==> config.mk <==
export PLATFORM = sky130hd
export DESIGN_NAME = security_test_unit
export DESIGN_NICKNAME = d
export VERILOG_FILES = /design/src/rtl/security_test_pkg.sv /design/src/rtl/security_test_window_timer.sv /design/src/rtl/security_test_unit.sv
export SDC_FILE = /design/constraint.sdc
export NUM_CORES = 1
export LEC_CHECK = 0
export ABC_AREA = 1
export BUFFER_PORTS_ARGS = -buffer_cell sky130_fd_sc_hd__buf_2
export CAP_MARGIN = 10
export CORE_UTILIZATION = 60
export DETAILED_ROUTE_END_ITERATION = 12
export PLACE_DENSITY = 0.79
export SYNTH_ARGS = -nofsm -noshare
export SYNTH_HDL_FRONTEND = slang
export SYNTH_SLANG_ARGS = --single-unit
==> constraint.sdc <==
create_clock -name clk -period 3.21 [get_ports clk]
set_input_delay 0.642 -clock clk [delete_from_list [all_inputs] [get_ports clk]]
set_output_delay 0.642 -clock clk [all_outputs]
set_load 0.1 [all_outputs]
==> src/rtl/security_test_pkg.sv <==
// security_test_pkg
//   Shared types and constants for the security_test_unit intrusion-alarm
//   controller: FSM state encoding, default parameter values and counter
//   widths.
package security_test_pkg;

    typedef enum logic [1:0] {
        IDLE  = 2'd0,
        ARMED = 2'd1,
        CHECK = 2'd2,
        ALARM = 2'd3
    } state_t;

    localparam int unsigned PIN_WINDOW_DEF = 8;
    localparam int unsigned MAX_FAIL_DEF   = 3;

    localparam int unsigned WIN_W  = 8;
    localparam int unsigned FAIL_W = 4;

endpackage

==> src/rtl/security_test_window_timer.sv <==
// security_test_window_timer
//   Loadable down-counter that times the PIN entry window.
//   Ports:
//     clk        in  system clock, rising edge
//     rst_n      in  asynchronous active-low reset (count -> 0)
//     load_i     in  load load_val_i (has priority over dec_i)
//     dec_i      in  decrement by one; ignored when already zero
//     load_val_i in  value to load
//     zero_o     out count is zero
module security_test_window_timer #(
    parameter int unsigned W = 8
) (
    input  logic         clk,
    input  logic         rst_n,
    input  logic         load_i,
    input  logic         dec_i,
    input  logic [W-1:0] load_val_i,
    output logic         zero_o
);

    logic [W-1:0] cnt_q;
    logic [W-1:0] cnt_d;

    always_comb begin
        cnt_d = cnt_q;
        if (load_i) begin
            cnt_d = load_val_i;
        end else if (dec_i && (cnt_q != '0)) begin
            cnt_d = cnt_q - 1'b1;
        end
    end

    always_ff @(posedge clk or negedge rst_n) begin
        if (!rst_n) begin
            cnt_q <= '0;
        end else begin
            cnt_q <= cnt_d;
        end
    end

    assign zero_o = (cnt_q == '0);

endmodule

==> src/rtl/security_test_unit.sv <==
// security_test_unit
//   Intrusion-alarm controller for a door/lock subsystem. Arms on a rising
//   edge of LOCK, opens a PIN window when a key card is presented, counts
//   expired windows and latches a registered alarm on tamper or too many
//   failures. KC&PIN together disarm (and clear the alarm).
//   Ports:
//     clk    in  system clock, rising edge
//     rst_n  in  asynchronous active-low reset
//     KC     in  key card present (synchronised level)
//     PIN    in  correct PIN entered (synchronised level/strobe)
//     LOCK   in  lock engaged (level)
//     AL     out alarm, registered
//   Optional (macro SECURITY_TEST_STATUS_EN):
//     state_o    out current FSM state (IDLE=0 ARMED=1 CHECK=2 ALARM=3)
//     fail_cnt_o out current consecutive-failure count
module security_test_unit
    import security_test_pkg::*;
#(
    parameter int unsigned PIN_WINDOW = PIN_WINDOW_DEF,
    parameter int unsigned MAX_FAIL   = MAX_FAIL_DEF
) (
    input  logic              clk,
    input  logic              rst_n,
    input  logic              KC,
    input  logic              PIN,
    input  logic              LOCK,
    output logic              AL
`ifdef SECURITY_TEST_STATUS_EN
    ,
    output logic [1:0]        state_o,
    output logic [FAIL_W-1:0] fail_cnt_o
`endif
);

    localparam logic [WIN_W-1:0]  WIN_LOAD = WIN_W'(PIN_WINDOW - 1);
    localparam logic [FAIL_W-1:0] FAIL_MAX = FAIL_W'(MAX_FAIL);

    state_t              state_q, state_d;
    logic [FAIL_W-1:0]   fail_q, fail_d;
    logic [FAIL_W-1:0]   fail_inc;
    logic                lock_q;
    logic                lock_rise;
    logic                al_q, al_d;
    logic                win_load, win_dec, win_zero;

    assign lock_rise = LOCK & ~lock_q;
    // Saturating increment so the count never wraps past MAX_FAIL.
    assign fail_inc  = (fail_q >= FAIL_MAX) ? FAIL_MAX : fail_q + 1'b1;

    security_test_window_timer #(
        .W (WIN_W)
    ) u_win_timer (
        .clk        (clk),
        .rst_n      (rst_n),
        .load_i     (win_load),
        .dec_i      (win_dec),
        .load_val_i (WIN_LOAD),
        .zero_o     (win_zero)
    );

    // State / counter registers
    always_ff @(posedge clk or negedge rst_n) begin
        if (!rst_n) begin
            state_q <= IDLE;
            fail_q  <= '0;
            lock_q  <= 1'b0;
            al_q    <= 1'b0;
        end else begin
            state_q <= state_d;
            fail_q  <= fail_d;
            lock_q  <= LOCK;
            al_q    <= al_d;
        end
    end

    // Next-state: tamper beats credential beats timer in every state.
    always_comb begin
        state_d  = state_q;
        fail_d   = fail_q;
        win_load = 1'b0;
        win_dec  = 1'b0;
        case (state_q)
            IDLE: begin
                if (lock_rise) begin
                    state_d = ARMED;
                    fail_d  = '0;
                end
            end
            ARMED: begin
                if (!LOCK) begin
                    state_d = ALARM;
                end else if (KC && PIN) begin
                    state_d = IDLE;
                    fail_d  = '0;
                end else if (KC) begin
                    state_d  = CHECK;
                    win_load = 1'b1;
                end
            end
            CHECK: begin
                if (!LOCK) begin
                    state_d = ALARM;
                end else if (PIN) begin
                    state_d = IDLE;
                    fail_d  = '0;
                end else if (win_zero) begin
                    fail_d  = fail_inc;
                    state_d = (fail_inc >= FAIL_MAX) ? ALARM : ARMED;
                end else begin
                    win_dec = 1'b1;
                end
            end
            ALARM: begin
                if (KC && PIN) begin
                    state_d = IDLE;
                    fail_d  = '0;
                end
            end
            default: state_d = ALARM;
        endcase
    end

    // Output: alarm reflects the state being entered, registered once.
    always_comb begin
        al_d = (state_d == ALARM);
    end

    assign AL = al_q;

`ifdef SECURITY_TEST_STATUS_EN
    assign state_o    = state_q;
    assign fail_cnt_o = fail_q;
`endif

endmodule

==> out/qor.yml <==
synthesis:
  ys_ff_latch: 16
  synth_cells: 133
  synth_warnings: 0
  synth_fp_nets: 141
  yosysTopAreaCellShare_pct: 40.7
  syn-cell-area_sq_um: 983
  synth_cell_types: 23
  yosys-top-cells-area: "dfrtp_1 41%, nand2_1 15%, nand3_1 10%, inv_1 5.7%, nor2_1 4.6%"
  ys_seq_area_share_pct: 40.7
  synth_top_cell_by_area: "dfrtp_1"
  synth.avg_cell_area_sq_um: 7.39
global_route:
  grt_max_degree: 17
  grt_overflow: 0
  grt_pass1_vias: 736
  antenna_found_initial: 0
  grt_pass1_wl_mm: 3.13
  grt_util_all_layers_pct: 23.5
sta:
  grt_setup_unrepaired: "false"
  max_freq_mhz: 596
  post-route-min-period_ps: 1680
  worstMarginPinSlew_ps: 484
  finalHoldViolCount: 0
  final_max_slew_viol_count: 0
  setup_viol: 0
  final.setup_skew_ps: 2.96
  finalCritPeriodShare_pct: 52.3
  fin_setup_tns_ps: 0
  relSlewSlack_pct: 67.9
worst_setup_path:
  critical_path.slowest_cell: "buf_2"
  crit_path_end_kind: "output pin"
  reg2reg_from: "u_win_timer.cnt_q[0]"
  crit_end: "AL"
  cp_num_buf_inv: 1
  crit_type: "reg -> out"
  crit_start: "AL"
  startpoint_type: "flip-flop"
  worstPathCellList: "buf_2"
  critical-path-top-delay-family: "buffers and inverters"
  cp.arrival_ps: 1040
  slowest_delay_ps: 410
  reg2reg_depth: 9
  cp_data_required_time_ps: 2570
  crit_fanout: 1
  cp.depth: 1
  r2r_setup_slack_ps: 1680
  worstReg2RegEnd: "u_win_timer.cnt_q[2]"
floorplanning:
  floorplan.core_area_sq_um: 1520
  dieArea_sq_um: 1800
  row_count: 14
  die_w_um: 42.5
  die_y_um: 42.5
  io_pins: 6
  initial_core_util_pct: 64.5
cts:
  htreeDepth: 1
  post_cts_resize_count: 0
  holdBufCountCts: 0
  clock-root-buffer: "clkbuf_4"
  clkLatencyLatePin_ps: 290
  cts_setup_buffers: 0
  cts_buffers: 3
  cts.path.max_buffers: 2
  cts.sinks: 16
  clk_pin_slew_ps: 100
  cts_tree: "done"
layout:
  drive_gt1_share_pct: 15.6
  nNetsFinal: 150
  diodes: 0
  multi_input_area_sq_um: 512
  areaGrowthSynthToFinish_pct: 7.51
  fillers: 129
  seqCellArea_sq_um: 400
route:
  wl_mm: 1.80
  dr.pass1.iters: 4
  drc_errors: 0
  route.vias.total: 834
  antenna_left: 0
  viasPerCell: 5.31
  first_iter_violations: 13
  wl_per_cell_um: 11.5
place:
  io_buffers: 5
  gp_congestion: 0.759
  post-dp-hpwl_mm: 1.29
pwr:
  vdd_drop_max_uv: 526
  p_leak_uw: 0.000585
  p_per_area_nw_per_um2: 867
  total_power_uw: 917
job:
  maxCapViolations: 0
outcome:
  outcome: "complete, no violations"
worst_hold_path:
  hold_path_class: "in -> async"
-- report_power, final --
group	internal [uW]	total, uW	leakage, uW	switching, uW
Clock	69.2	139	0.0000210	69.8
Combinational	150	453	0.000358	304
Sequential	266	325	0.000207	58.3
-- registers in the layout, indices dropped and copies added, names as in the netlist --
| name | cells |
|---|---|
| lock_q | 1 |
| u_win_timer.cnt_q | 8 |
| state_q | 2 |
| AL | 1 |
| fail_q | 4 |
-- cell usage after synthesis --
master and count:
a21oi_1 2, nand3_1 20, xnor2_1 1, nand3b_1 1
nor2_1 12, ha_1 3, o21ai_1 3, xor2_1 2
nor3_4 1, nor3_1 1, nor2_4 1, nand4_1 1
inv_1 15, a21boi_0 2, dfrtp_1 16, nor2_2 4
o21ai_2 1, inv_2 2, buf_4 1, nand2_2 3
nand2_1 39, o21ai_0 1, nand4_2 1
-- per-stage QoR --
step                      hold slack [ps]  utilization [%]  setup WS (ps)  area, sq um  std cells
after CTS                             258             69.4           1520         1060        157
after floorplan                       346                -           1680          983        133
final                                 244             69.4           1530         1060        157
after global placement                484             67.0           1670         1020        153
after global routing                  257             69.4           1470         1060        157
after detailed placement              488             67.0           1630         1020        153
-- metal layers --
metal,global-route usage [%],routed length [um],vias to the layer above
met4,9.38,35,0
met2,36.3,818,10
li1,-,-,436
met3,3.88,47,5
met5,0,0,-
met1,32.8,899,383
-- kinds of logic after synthesis --
logic type | after synthesis | synth area share (%)
AND/OR/NAND/NOR | 84 | 40.1
XOR/XNOR | 3 | 2.67
adder cells (fa/ha/maj) | 3 | 3.82
flip-flops | 16 | 40.7
buffers and inverters | 18 | 7.25
AO/OA/AOI/OAI | 9 | 5.47
-- how the worst min path moves through the flow --
stage / to / slack, ps / depth (start not counted) / startpoint
2_1_floorplan: AL / 350 / 0 / rst_n
3_3_place_gp: u_win_timer.cnt_q[0] / 480 / 2 / u_win_timer.cnt_q[0]
3_5_place_dp: u_win_timer.cnt_q[0] / 490 / 2 / u_win_timer.cnt_q[0]
4_1_cts: fail_q[0] / 260 / 1 / rst_n
5_1_grt: fail_q[0] / 260 / 1 / rst_n
6_report: lock_q / 240 / 1 / rst_n
-- final cells by class --
type | count | area share, %
multi-input combinational | 99 | 48.4
inverter | 17 | 6.04
clock buffer | 4 | 3.43
sequential | 16 | 37.9
timing repair buffer | 5 | 2.37
tap | 16 | 1.89
-- cell usage in the layout, fill, tap and decap left out, drive strengths merged --
cell type and instances:
clkbuf 4, inv 17, xnor2 1, nor2 17, dfrtp 16, nand3b 1
a21oi 2, xor2 2, nand2 42, buf 5, nor3 2, o21ai 5
a21boi 2, nand3 20, ha 3, nand4 2
Power figures use the tool's default switching activity.
